[src/rtl/core_ctrl_pkg.sv]
// Shared encodings and widths for the core run controller and its helpers.
package core_ctrl_pkg;

   localparam int IMEM_AW = 8;
   localparam int INSTR_W = 16;
   localparam int COUNT_W = 16;

   typedef enum logic [1:0] {
      ST_IDLE   = 2'b00,
      ST_LOAD   = 2'b01,
      ST_RUN    = 2'b10,
      ST_HALTED = 2'b11
   } state_e;

   typedef enum logic [1:0] {
      CMD_NOP  = 2'b00,
      CMD_LOAD = 2'b01,
      CMD_RUN  = 2'b10,
      CMD_STOP = 2'b11
   } cmd_e;

   typedef enum logic [1:0] {
      CAUSE_NONE = 2'b00,
      CAUSE_CORE = 2'b01,
      CAUSE_HOST = 2'b10,
      CAUSE_WDOG = 2'b11
   } cause_e;

endpackage

[src/rtl/run_cycle_counter.sv]
// Saturating RUN-cycle counter; clear wins over enable.
module run_cycle_counter
   import core_ctrl_pkg::*;
(
   input  logic               clk,
   input  logic               reset,
   input  logic               clear,
   input  logic               enable,
   output logic [COUNT_W-1:0] count
);

   always_ff @(posedge clk or negedge reset) begin
      if (!reset) begin
         count <= '0;
      end else if (clear) begin
         count <= '0;
      end else if (enable && (count != {COUNT_W{1'b1}})) begin
         count <= count + 1'b1;
      end
   end

endmodule

[src/rtl/core_run_controller.sv]
// Host-facing controller: loads instruction memory, runs the core and
// records why it stopped. reset is asynchronous and active low.
module core_run_controller
   import core_ctrl_pkg::*;
#(
   parameter logic [15:0] MAX_CYCLES = 16'd4000
)
(
   input  logic               clk,
   input  logic               reset,
   input  logic               host_cmd_valid,
   output logic               host_cmd_ready,
   input  logic [1:0]         host_cmd,
   input  logic [7:0]         host_len,
   input  logic               host_wvalid,
   output logic               host_wready,
   input  logic [INSTR_W-1:0] host_wdata,
   output logic               imem_we,
   output logic [IMEM_AW-1:0] imem_addr,
   output logic [INSTR_W-1:0] imem_wdata,
   output logic               core_reset,
   input  logic               core_halt,
   output logic [1:0]         state,
   output logic [1:0]         halt_cause,
   output logic [COUNT_W-1:0] cycle_count,
   output logic               done
);

   state_e               state_q, state_d;
   cause_e               cause_q, exit_cause;
   cmd_e                 cmd;
   logic [IMEM_AW-1:0]   ptr_q;
   logic [IMEM_AW:0]     remaining_q;
   logic                 cmd_fire, word_fire;
   logic                 load_start, run_start, run_exit;

   // Both channels transfer on the rising edge where valid and ready are
   // high together; ready depends only on state, never on valid.
   assign cmd       = cmd_e'(host_cmd);
   assign cmd_fire  = host_cmd_valid & host_cmd_ready;
   assign word_fire = host_wvalid & host_wready;

   assign host_cmd_ready = (state_q != ST_LOAD);
   assign host_wready    = (state_q == ST_LOAD);
   assign imem_we        = word_fire;
   assign imem_addr      = ptr_q;
   assign imem_wdata     = host_wdata;
   assign core_reset     = (state_q != ST_RUN);
   assign state          = state_q;
   assign halt_cause     = cause_q;

   always_ff @(posedge clk or negedge reset) begin
      if (!reset) begin
         state_q <= ST_IDLE;
      end else begin
         state_q <= state_d;
      end
   end

   always_comb begin
      state_d    = state_q;
      load_start = 1'b0;
      run_start  = 1'b0;
      run_exit   = 1'b0;
      exit_cause = CAUSE_NONE;
      case (state_q)
         ST_IDLE, ST_HALTED: begin
            load_start = cmd_fire && (cmd == CMD_LOAD);
            run_start  = cmd_fire && (cmd == CMD_RUN);
            if (load_start) begin
               state_d = ST_LOAD;
            end else if (run_start) begin
               state_d = ST_RUN;
            end
         end
         ST_LOAD: begin
            if (word_fire && (remaining_q == 9'd1)) begin
               state_d = ST_IDLE;
            end
         end
         ST_RUN: begin
            // Core halt outranks a host STOP, which outranks the watchdog.
            if (core_halt) begin
               run_exit   = 1'b1;
               exit_cause = CAUSE_CORE;
            end else if (cmd_fire && (cmd == CMD_STOP)) begin
               run_exit   = 1'b1;
               exit_cause = CAUSE_HOST;
            end else if (cycle_count == MAX_CYCLES) begin
               run_exit   = 1'b1;
               exit_cause = CAUSE_WDOG;
            end
            if (run_exit) begin
               state_d = ST_HALTED;
            end
         end
         default: state_d = ST_IDLE;
      endcase
   end

   always_ff @(posedge clk or negedge reset) begin
      if (!reset) begin
         ptr_q       <= '0;
         remaining_q <= '0;
         cause_q     <= CAUSE_NONE;
         done        <= 1'b0;
      end else begin
         done <= run_exit;
         if (load_start) begin
            ptr_q       <= '0;
            remaining_q <= (host_len == 8'd0) ? 9'd256 : {1'b0, host_len};
         end else if (word_fire) begin
            ptr_q       <= ptr_q + 1'b1;
            remaining_q <= remaining_q - 1'b1;
         end
         if (run_start) begin
            cause_q <= CAUSE_NONE;
         end else if (run_exit) begin
            cause_q <= exit_cause;
         end
      end
   end

   // The count freezes on the exit cycle so the host sees the cycle it stopped on.
   run_cycle_counter u_counter (
      .clk    (clk),
      .reset  (reset),
      .clear  (run_start),
      .enable ((state_q == ST_RUN) && !run_exit),
      .count  (cycle_count)
   );

endmodule

[config.mk]
export PLATFORM = sky130hd
export DESIGN_NAME = core_run_controller
export DESIGN_NICKNAME = d
export VERILOG_FILES = /design/src/rtl/core_ctrl_pkg.sv /design/src/rtl/run_cycle_counter.sv /design/src/rtl/core_run_controller.sv
export SDC_FILE = /design/constraint.sdc
export NUM_CORES = 1
export LEC_CHECK = 0
export BUFFER_PORTS_ARGS = -buffer_cell sky130_fd_sc_hd__buf_2
export CORE_ASPECT_RATIO = 0.7
export CORE_UTILIZATION = 43
export DETAILED_ROUTE_END_ITERATION = 10
export PLACE_DENSITY = 0.72
export SYNTH_ARGS = -nofsm -noshare
export SYNTH_HDL_FRONTEND = slang
export SYNTH_SLANG_ARGS = --single-unit
[constraint.sdc]
create_clock -name clk -period 4.07 [get_ports clk]
set_input_delay 0.814 -clock clk [delete_from_list [all_inputs] [get_ports clk]]
set_output_delay 0.814 -clock clk [all_outputs]
set_load 0.02 [all_outputs]
==> impl_metrics.env, run 1 <==
export IMPL_gr_usage_all_layers=0.209
export IMPL_post_route_period_util=0.638
export IMPL_slew_headroom=0.443
export IMPL_clock_sinks=38
export IMPL_yosysTopAreaCell="sky130_fd_sc_hd__dfrtp_1"
export IMPL_mappedNetlistArea_um2=2300
export IMPL_die_w_um=89.5
export IMPL_worst_ir_drop_vdd_mv=0.273
export IMPL_worst_setup_path_start_kind="flop"
export IMPL_number_of_antenna_violations_at_the_first_check_in_global_routing=0
export IMPL_cts_tree="yes"
export IMPL_switching_power_share_of_the_total=0.420
export IMPL_avgSynthCellArea_um2=9.40
export IMPL_netlist_instances=245
export IMPL_first_global_vias=1816
export IMPL_synth_edff_count=0
export IMPL_cts_hold_buf=0
export IMPL_drc_errors=0
export IMPL_synthDistinctLibCells=52
export IMPL_proportion_of_synthesized_flip_flops_having_asynchronous_set_or_reset=1.00
export IMPL_cts_root_buf="sky130_fd_sc_hd__clkbuf_8"
export IMPL_ff_latch_count_synth=38
export IMPL_grt_first_pass_wirelength_um=8950
export IMPL_grtUsageMet3=0.0590
export IMPL_leakage_uw=0.00121
export IMPL_die_height_um=63.2
export IMPL_max_cap_violations=0
export IMPL_final_common_cell="sky130_fd_sc_hd__buf_2"
export IMPL_antennaDiodeCount=0
export IMPL_area_growth_from_synthesis_to_layout_pct=12.3
export IMPL_report_final_hold_viol_count=0
export IMPL_mostFrequentLayoutCells="sky130_fd_sc_hd__buf_2 (47), sky130_fd_sc_hd__dfrtp_1 (38), sky130_fd_sc_hd__nand2_1 (22)"
export IMPL_critPathArrivalTime_ns=1.78
export IMPL_ant_nets_after_route=0
export IMPL_global_route_usage_met2=0.284
export IMPL_post_drt_via_cell_ratio=5.67
export IMPL_clk_transition_reported_paths_ns=0.07
export IMPL_drt_total_wl_um=5430
export IMPL_synthesis_yosys_warnings=0
export IMPL_timing_critical_path_to_type="output pin"
export IMPL_post_route_min_period_ns=2.60
export IMPL_ys_dominant_reg_cell="sky130_fd_sc_hd__dfrtp_1"
export IMPL_post_route_worst_setup_slack_ns=1.47
export IMPL_tritoncts_num_buffers=5
export IMPL_count_of_pins_on_the_block_boundary=80
export IMPL_worst_path_max_fanout=11
export IMPL_core_um2=4970
export IMPL_unrepaired_setup_endpoints_after_global_routing="false"
export IMPL_clock_insertion_delay_worst_skew_ns=0.29
export IMPL_report_final_slew_viol_count=0
export IMPL_grt_busiest_layer="met1"
export IMPL_run_status="finished, final reports clean"
export IMPL_worst_endpoint_required_ns=3.26
export IMPL_transition_time_at_the_pin_with_the_least_slew_margin_ns=0.835
export IMPL_nets=317
export IMPL_routed_via_count=1978
export IMPL_pwr_share_seq=0.414
export IMPL_pre_cts_ws_ns=1.74
export IMPL_timing_fmax_mhz=385
export IMPL_drive_above_1_share=0.232
export IMPL_synth_top_cells_by_area="sky130_fd_sc_hd__dfrtp_1 (41%), sky130_fd_sc_hd__buf_4 (5.2%), sky130_fd_sc_hd__ha_1 (3.8%)"
export IMPL_post_synthesis_net_count=283
export IMPL_power_density_nw_per_um2=575
export IMPL_routabilityCongestion=0.796
export IMPL_dpl_hpwl_um=3980
export IMPL_holdCritPathClass="reg2reg"
export IMPL_rows=21
export IMPL_synth_seq_area_share=0.413
export IMPL_proportion_of_netlist_area_held_by_the_largest_area_contributor=0.413
export IMPL_global_route_usage_met1=0.313
export IMPL_drt_pass1_iterations=4
export IMPL_path_class="reg2out"
export IMPL_dieArea_um2=5660
export IMPL_drt_first_iter_violations=141
export IMPL_initial_utilization=0.464
export IMPL_setup_tns_final_ns=0
export IMPL_power_share_clock=0.180
export IMPL_post_drt_wl_per_cell_um=15.5
export IMPL_place_port_buffers=47
export IMPL_grt_max_degree=39
export IMPL_comb_power_share=0.406
export IMPL_finalSetupViolCount=0
export IMPL_internal_power_uw=862
export IMPL_postCtsSetupBuffers=0
export IMPL_htree_levels=2
export IMPL_worst_clock_skew_ns=0.00655
export IMPL_cts_buffer_depth=2
export IMPL_netSwitchingPower_uw=624
export IMPL_post_cts_resized_instances=0
export IMPL_globalRouteOverflowTotal=0
==> metal layers <==
metal / up-vias / wire length [um]
met5: - / 0
li1: 948 / -
met4: 0 / 69
met3: 14 / 335
met2: 49 / 2320
met1: 967 / 2710
==> stage by stage <==
stage / util / instance area (um2) / total power [uW] / hold WS (ns) / instances
6_report: 0.521 / 2580 / 1490 / 0.552 / 349
5_1_grt: 0.521 / 2580 / 1600 / 0.582 / 349
4_1_cts: 0.521 / 2580 / 1500 / 0.544 / 349
3_5_place_dp: 0.502 / 2490 / 1220 / 0.530 / 341
3_3_place_gp: 0.502 / 2490 / 1200 / 0.516 / 341
2_1_floorplan: - / 2300 / 1040 / 0.492 / 245
==> flip-flops by register name, summed over array words and instances, names as in the netlist <==
register and cells:
halt_cause 2, state 2, done 1, remaining_q 9
u_counter.count 16, imem_addr 8
==> power by group through the flow <==
| stage | Sequential [uW] | Clock, uW | Combinational [uW] |
|---|---|---|---|
| global placement | 614 | 0 | 586 |
| finish | 615 | 267 | 604 |
| detailed placement | 619 | 0 | 605 |
| global route | 635 | 292 | 674 |
| floorplan | 672 | 0 | 371 |
| CTS | 613 | 274 | 608 |
==> logic make-up (layout without fill, tap and decap cells) <==
family,after synthesis,after routing,synth area share
simple gates,106,106,0.260
compound gates,41,41,0.129
flops,38,38,0.413
buf+inv,33,68,0.0810
xor+xnor,17,17,0.0647
fa+ha+maj,7,7,0.0380
mux,3,3,0.0136
==> area by class of cell <==
class | instances | area (um2)
Fill cell | 475 | 2380
Multi-Input combinational cell | 174 | 1160
Sequential cell | 38 | 951
Timing Repair Buffer | 49 | 250
Clock buffer | 7 | 86.3
Tap cell | 69 | 86.3
Inverter | 11 | 41.3
Clock inverter | 1 | 5.00
==> worst max-delay path: stages (launching register included) <==
cell	delay (ns)
sky130_fd_sc_hd__dfrtp_1	0.41
sky130_fd_sc_hd__inv_1	0.08
sky130_fd_sc_hd__ha_1	0.30
sky130_fd_sc_hd__nand2_1	0.17
sky130_fd_sc_hd__inv_1	0.29
sky130_fd_sc_hd__buf_2	0.23
==> final timing paths <==
kind                                                 startpoint                              end  slack [ns]  depth (start not counted)
worst max-delay path                       state[1]$_DFFE_PN0P_                          imem_we        1.47                          5
worst min-delay path            u_counter.count[14]$_DFFE_PN0P_  u_counter.count[14]$_DFFE_PN0P_        0.55                          1
worst max register to register             state[1]$_DFFE_PN0P_       remaining_q[8]$_DFFE_PN0P_        1.87                          8
worst min register to register  u_counter.count[14]$_DFFE_PN0P_  u_counter.count[14]$_DFFE_PN0P_        0.55                          1
max in group asynchronous                                 reset        halt_cause[0]$_DFFE_PN0P_        2.91                          1
min in group asynchronous                                 reset   u_counter.count[0]$_DFFE_PN0P_        0.62                          1
==> Yosys cell counts, types with 3 or more instances <==
| cell | count |
|---|---|
| sky130_fd_sc_hd__dfrtp_1 | 38 |
| sky130_fd_sc_hd__nand2_1 | 22 |
| sky130_fd_sc_hd__nor2_1 | 21 |
| sky130_fd_sc_hd__buf_4 | 16 |
| sky130_fd_sc_hd__nand3_1 | 12 |
| sky130_fd_sc_hd__inv_1 | 11 |
| sky130_fd_sc_hd__xor2_1 | 10 |
| sky130_fd_sc_hd__nor4_1 | 9 |
| sky130_fd_sc_hd__ha_1 | 7 |
| sky130_fd_sc_hd__xnor2_1 | 7 |
| sky130_fd_sc_hd__a21oi_1 | 6 |
| sky130_fd_sc_hd__o21ai_0 | 6 |
| sky130_fd_sc_hd__nand4_1 | 5 |
| sky130_fd_sc_hd__or4_1 | 5 |
| sky130_fd_sc_hd__a211oi_1 | 4 |
| sky130_fd_sc_hd__a31oi_1 | 4 |
| sky130_fd_sc_hd__and4_1 | 4 |
| sky130_fd_sc_hd__o211ai_1 | 4 |
| sky130_fd_sc_hd__and3_1 | 3 |
| sky130_fd_sc_hd__clkbuf_1 | 3 |
| sky130_fd_sc_hd__nand4b_1 | 3 |
| sky130_fd_sc_hd__nor4b_1 | 3 |
| sky130_fd_sc_hd__o21a_1 | 3 |
| sky130_fd_sc_hd__o311ai_0 | 3 |
No activity file was read; power rests on OpenSTA's default activity.
==> inputs of run 2 (changes only) <==
Clock period 4.07 ns to 2.4 ns, I/O delays scaled along.
==> run 2 against run 1 <==
Wire length fell by 3.8%. Sequential power rose by 67%. Critical endpoint is now state[0]$_DFFE_PN0P_. Critical path depth rose by 2. Power rose by 66%. Largest power group unchanged. Final cell count did not move. Clock skew fell by 0.0025 ns.
==> impl_metrics.env, run 2 (synthesis gave the netlist of run 1 again) <==
export IMPL_post_route_min_period_ns=2.11
export IMPL_global_route_usage_met1=0.315
export IMPL_final_common_cell="sky130_fd_sc_hd__buf_2"
export IMPL_grt_max_degree=39
export IMPL_mostFrequentLayoutCells="sky130_fd_sc_hd__buf_2 (47), sky130_fd_sc_hd__dfrtp_1 (38), sky130_fd_sc_hd__nand2_1 (22)"
export IMPL_holdCritPathClass="in2async"
export IMPL_drc_errors=0
export IMPL_path_class="reg2reg"
export IMPL_drt_total_wl_um=5220
export IMPL_dpl_hpwl_um=3830
export IMPL_grtUsageMet3=0.0419
export IMPL_timing_critical_path_slowest_cell_delay_ns=0.39
export IMPL_clk_transition_reported_paths_ns=0.07
export IMPL_globalRouteOverflowTotal=0
export IMPL_unrepaired_setup_endpoints_after_global_routing="false"
export IMPL_place_port_buffers=47
export IMPL_die_height_um=63.2
export IMPL_htree_levels=2
export IMPL_drt_pass1_iterations=5
export IMPL_ant_nets_after_route=0
export IMPL_timing_fmax_mhz=473
export IMPL_worst_path_max_fanout=7
export IMPL_worst_setup_path_start_kind="flop"
export IMPL_number_of_antenna_violations_at_the_first_check_in_global_routing=0
export IMPL_worst_endpoint_required_ns=2.57
export IMPL_leakage_uw=0.00121
export IMPL_antennaDiodeCount=0
export IMPL_first_global_vias=1850
export IMPL_timing_critical_path_slowest_stage_cell="sky130_fd_sc_hd__dfrtp_1"
export IMPL_report_final_hold_viol_count=0
export IMPL_global_route_usage_met2=0.282
export IMPL_fill_cells=489
export IMPL_slew_headroom=0.422
export IMPL_routabilityCongestion=0.808
export IMPL_layout_area_seq_um2=951
export IMPL_critical_path_cell_by_cell="inv_1, ha_1, and4b_1, nor2_4, nand2_1, o21ai_1, mux2_2"
export IMPL_post_route_worst_setup_slack_ns=0.287
export IMPL_cts_tree="yes"
export IMPL_initial_utilization=0.464
export IMPL_max_flop_register="u_counter.count"
export IMPL_grt_busiest_layer="met1"
export IMPL_multi_input_comb_area_um2=1160
export IMPL_nets=318
export IMPL_run_status="finished, final reports clean"
export IMPL_postCtsSetupBuffers=0
export IMPL_max_cap_violations=0
export IMPL_cts_buffer_depth=2
export IMPL_die_w_um=89.5
export IMPL_routed_via_count=1983
export IMPL_cts_root_buf="sky130_fd_sc_hd__clkbuf_8"
export IMPL_clock_sinks=38
export IMPL_clock_insertion_delay_worst_skew_ns=0.28
export IMPL_report_final_slew_viol_count=0
export IMPL_count_of_pins_on_the_block_boundary=80
export IMPL_transition_time_at_the_pin_with_the_least_slew_margin_ns=0.867
export IMPL_worst_clock_skew_ns=0.00400
export IMPL_post_drt_wl_per_cell_um=15.0
export IMPL_cts_hold_buf=0
export IMPL_worst_r2r_setup_slack_ns=0.29
export IMPL_drive_above_1_share=0.229
export IMPL_worst_ir_drop_vdd_mv=0.432
export IMPL_pre_cts_ws_ns=0.299
export IMPL_drt_first_iter_violations=132
export IMPL_flip_flop_count_of_the_largest_register_all_copies_and_words_added=16
export IMPL_rows=21
export IMPL_post_drt_via_cell_ratio=5.68
export IMPL_gr_usage_all_layers=0.204
export IMPL_area_growth_from_synthesis_to_layout_pct=12.0
export IMPL_finalSetupViolCount=0
export IMPL_power_density_nw_per_um2=957
export IMPL_post_cts_resized_instances=0
export IMPL_critPathArrivalTime_ns=2.28
export IMPL_post_route_period_util=0.880
export IMPL_dieArea_um2=5660
export IMPL_core_um2=4970
export IMPL_grt_first_pass_wirelength_um=8890
export IMPL_timing_critical_path_to_type="flop"
export IMPL_setup_tns_final_ns=0
export IMPL_tritoncts_num_buffers=5
-- run 2: changes by cell type in the layout (fill, tap and decap cells not counted) --
cell and change:
sky130_fd_sc_hd__buf_4 +1, sky130_fd_sc_hd__clkinv_2 -1, sky130_fd_sc_hd__clkbuf_1 +1, sky130_fd_sc_hd__clkbuf_8 -1
-- run 2: power breakdown --
group	switching, uW	internal [uW]	total, uW
logic	618	402	1020
registers	203	830	1030
clock network	212	200	412
-- run 2: worst paths after layout --
| kind | startpoint | endpoint | cells after the start |
|---|---|---|---|
| worst min-delay path | reset | u_counter.count[0]$_DFFE_PN0P_ | 1 |
| worst max register to register | state[1]$_DFFE_PN0P_ | state[0]$_DFFE_PN0P_ | 7 |
| worst min register to register | imem_addr[7]$_DFFE_PN0P_ | imem_addr[7]$_DFFE_PN0P_ | 2 |
| max in group asynchronous | reset | imem_addr[7]$_DFFE_PN0P_ | 1 |
| worst max-delay path | state[1]$_DFFE_PN0P_ | state[0]$_DFFE_PN0P_ | 7 |
| min in group clk | host_len[4] | remaining_q[4]$_DFFE_PN0P_ | 3 |
-- run 2: per-stage QoR --
step	utilization	total power [uW]	area (um2)	std cells	hold WS, ns
floorplan	-	1770	2300	245	0.184
global route	0.519	2670	2580	349	0.374
global placement	0.504	2030	2500	342	0.520
CTS	0.519	2480	2580	349	0.335
finish	0.519	2470	2580	349	0.308
detailed placement	0.504	2060	2500	342	0.530
-- run 2: layout make-up --
| class | count | share of cell area |
|---|---|---|
| multi-input combinational | 174 | 0.452 |
| sequential | 38 | 0.369 |
| timing repair buffer | 50 | 0.100 |
| tap | 69 | 0.0335 |
| clock buffer | 7 | 0.0296 |
| inverter | 11 | 0.0160 |
-- run 2: critical path, delay by kind of cell, from the launching register on --
| kind | cells | cell delay (ns) |
|---|---|---|
| mux | 1 | 0.37 |
| simple gates | 3 | 0.69 |
| compound gates | 1 | 0.18 |
| buf+inv | 1 | 0.09 |
| flops | 1 | 0.39 |
| fa+ha+maj | 1 | 0.27 |
-- run 2: per-layer routing --
layer | part of all wire | vias up
met1 | 0.51 | 957
met3 | 0.067 | 14
met2 | 0.41 | 56
li1 | - | 956
met5 | 0 | -
met4 | 0.012 | 0
==> inputs of run 3 (changes only) <==
Settings changed: BUFFER_PORTS_ARGS -buffer_cell sky130_fd_sc_hd__buf_2 to unset, DONT_BUFFER_PORTS set to 1, PLACE_DENSITY 0.72 to 0.6, SYNTH_HIERARCHICAL set to 1.
==> run 3 against run 2 <==
Final cell count down 3.4%. Die area up 0.64%. Core utilization up 0.55 points. Critical endpoint is now state[1]$_DFFE_PN0P_. Highest routed layer unchanged.
==> impl_metrics.env, run 3 <==
export IMPL_run_status="finished, final reports clean"
export IMPL_setup_tns_final_ns=0
export IMPL_gr_usage_all_layers=0.213
export IMPL_worst_path_max_fanout=6
export IMPL_final_common_cell="sky130_fd_sc_hd__dfrtp_1"
export IMPL_antennaDiodeCount=0
export IMPL_critPathArrivalTime_ns=2.40
export IMPL_post_drt_wl_per_cell_um=16.8
export IMPL_area_growth_from_synthesis_to_layout_pct=12.4
export IMPL_leakage_uw=0.00113
export IMPL_first_global_vias=1890
export IMPL_synthesis_yosys_warnings=6
export IMPL_ys_dominant_reg_cell="sky130_fd_sc_hd__dfrtp_1"
export IMPL_routabilityCongestion=0.833
export IMPL_avgSynthCellArea_um2=9.20
export IMPL_globalRouteOverflowTotal=0
export IMPL_synth_edff_count=0
export IMPL_finalSetupViolCount=0
export IMPL_synth_top_cells_by_count="sky130_fd_sc_hd__dfrtp_1 (38), sky130_fd_sc_hd__nand2_1 (24), sky130_fd_sc_hd__nor2_1 (20)"
export IMPL_report_final_slew_viol_count=0
export IMPL_max_cap_violations=0
export IMPL_cts_root_buf="sky130_fd_sc_hd__clkbuf_8"
export IMPL_place_port_buffers=0
export IMPL_report_final_hold_viol_count=0
export IMPL_post_route_period_util=0.925
export IMPL_mappedNetlistArea_um2=2320
export IMPL_holdCritPathClass="in2async"
export IMPL_drc_errors=0
export IMPL_clk_transition_reported_paths_ns=0.08
export IMPL_number_of_antenna_violations_at_the_first_check_in_global_routing=0
export IMPL_worst_setup_path_start_kind="flop"
export IMPL_pre_cts_ws_ns=0.151
export IMPL_ff_latch_count_synth=38
export IMPL_post_route_min_period_ns=2.22
export IMPL_slew_headroom=0.599
export IMPL_count_of_pins_on_the_block_boundary=80
export IMPL_timing_critical_path_slowest_cell_delay_ns=0.48
export IMPL_global_route_usage_met1=0.301
export IMPL_tritoncts_num_buffers=5
export IMPL_max_flop_register="u_counter/count"
export IMPL_initial_utilization=0.467
export IMPL_synthDistinctLibCells=51
export IMPL_yosysTopAreaCell="sky130_fd_sc_hd__dfrtp_1"
export IMPL_multi_input_comb_area_um2=1200
export IMPL_routed_via_count=1967
export IMPL_postCtsSetupBuffers=0
export IMPL_clock_insertion_delay_worst_skew_ns=0.29
export IMPL_critical_path_cell_by_cell="or3_1, or3_4, o32a_1, or4b_1, o311ai_1"
export IMPL_drt_first_iter_violations=131
export IMPL_global_route_usage_met2=0.306
export IMPL_hold_worst_slack_ns=0.0290
export IMPL_die_height_um=63.4
export IMPL_nets=304
export IMPL_critPathTopFamily="simple AND/OR/NAND/NOR gates"
export IMPL_fill_cells=469
export IMPL_synthMostInstantiatedCell="sky130_fd_sc_hd__dfrtp_1"
export IMPL_worstPathBufferInverterCount=0
export IMPL_power_density_nw_per_um2=969
export IMPL_finalCoreUtilization=0.525
export IMPL_proportion_of_synthesized_flip_flops_having_asynchronous_set_or_reset=1.00
export IMPL_netlist_instances=252
export IMPL_drt_pass1_iterations=4
export IMPL_timing_critical_path_to_type="flop"
export IMPL_core_um2=4970
export IMPL_proportion_of_netlist_area_held_by_the_largest_area_contributor=0.410
export IMPL_path_class="reg2reg"
export IMPL_timing_critical_path_slowest_stage_cell="sky130_fd_sc_hd__or4b_1"
export IMPL_clock_sinks=38
export IMPL_cts_tree="yes"
export IMPL_synth_seq_area_share=0.410
export IMPL_unrepaired_setup_endpoints_after_global_routing="false"
export IMPL_layout_area_seq_um2=952
export IMPL_synth_top_cells_by_area="sky130_fd_sc_hd__dfrtp_1 (41%), sky130_fd_sc_hd__buf_4 (5.2%), sky130_fd_sc_hd__a21oi_1 (3.9%)"
export IMPL_grt_max_degree=39
export IMPL_post_synthesis_net_count=289
export IMPL_cts_buffer_depth=2
export IMPL_grt_busiest_layer="met2"
export IMPL_post_drt_via_cell_ratio=5.84
export IMPL_grt_first_pass_wirelength_um=9560
export IMPL_ant_nets_after_route=0
export IMPL_timing_fmax_mhz=450
export IMPL_worst_clock_skew_ns=0.00583
export IMPL_worst_ir_drop_vdd_mv=0.437
export IMPL_worst_endpoint_required_ns=2.58
export IMPL_dpl_hpwl_um=4150
export IMPL_drt_total_wl_um=5660
export IMPL_mostFrequentLayoutCells="sky130_fd_sc_hd__dfrtp_1 (37), sky130_fd_sc_hd__buf_4 (30), sky130_fd_sc_hd__nand2_1 (24)"
export IMPL_report_power_total_uw=2520
export IMPL_drive_above_1_share=0.209
export IMPL_htree_levels=2
export IMPL_grtUsageMet3=0.0664
export IMPL_rows=21
export IMPL_transition_time_at_the_pin_with_the_least_slew_margin_ns=0.597
export IMPL_dieArea_um2=5690
export IMPL_flip_flop_count_of_the_largest_register_all_copies_and_words_added=16
export IMPL_post_route_worst_setup_slack_ns=0.179
export IMPL_die_w_um=89.7
==> run 3: path summary, 6_finish.rpt <==
kind | startpoint | end | slack [ns] | cells after the start
max | remaining_q[3]$_DFFE_PN0P_ | state[1]$_DFFE_PN0P_ | 0.18 | 5
min | reset | imem_addr[1]$_DFFE_PN0P_ | 0.03 | 1
max reg2reg | remaining_q[3]$_DFFE_PN0P_ | state[1]$_DFFE_PN0P_ | 0.18 | 5
min reg2reg | remaining_q[1]$_DFFE_PN0P_ | remaining_q[1]$_DFFE_PN0P_ | 0.57 | 1
max in group asynchronous | reset | state[1]$_DFFE_PN0P_ | 2.17 | 1
min in group clk | core_halt | halt_cause[1]$_DFFE_PN0P_ | 0.27 | 1
==> run 3: kinds of logic after synthesis <==
family | count (synthesis) | synth area share
xor gates and xnor gates | 8 | 0.0302
DFF | 38 | 0.410
adders and majority gates | 6 | 0.0324
buffers and inverters | 34 | 0.0842
muxes | 4 | 0.0194
AOI/OAI and AO/OA | 55 | 0.157
and+or+nand+nor | 107 | 0.267
==> run 3: routing by layer <==
layer	wire, um	vias to the layer above
met5	0	-
met4	56	0
met3	452	10
met2	2350	68
met1	2800	940
li1	-	949
==> run 3: timing repair <==
action	4_1_cts	5_1_grt
hold buffers	1	0
gates resized for setup	0	1
hold endpoints to repair	38	0
endpoints found under the setup margin	0	4
==> run 3: layout make-up <==
cell class                      instances  share of cell area
Clock buffer                            6              0.0279
Tap cell                               69              0.0331
Multi-Input combinational cell        180               0.459
Timing Repair Buffer                   31              0.0941
Inverter                               11              0.0163
Sequential cell                        38               0.366
Clock inverter                          2             0.00384
==> run 3: where the power goes <==
group          switching, uW  total, uW  internal, uW
sequential               213       1020           809
combinational            614       1070           459
clock                    228        429           202
==> run 3: metrics by stage <==
stage	instance area [um2]	cells
2_1_floorplan	2330	252
3_3_place_gp	2500	328
3_5_place_dp	2500	328
4_1_cts	2610	337
5_1_grt	2610	337
6_report	2610	337
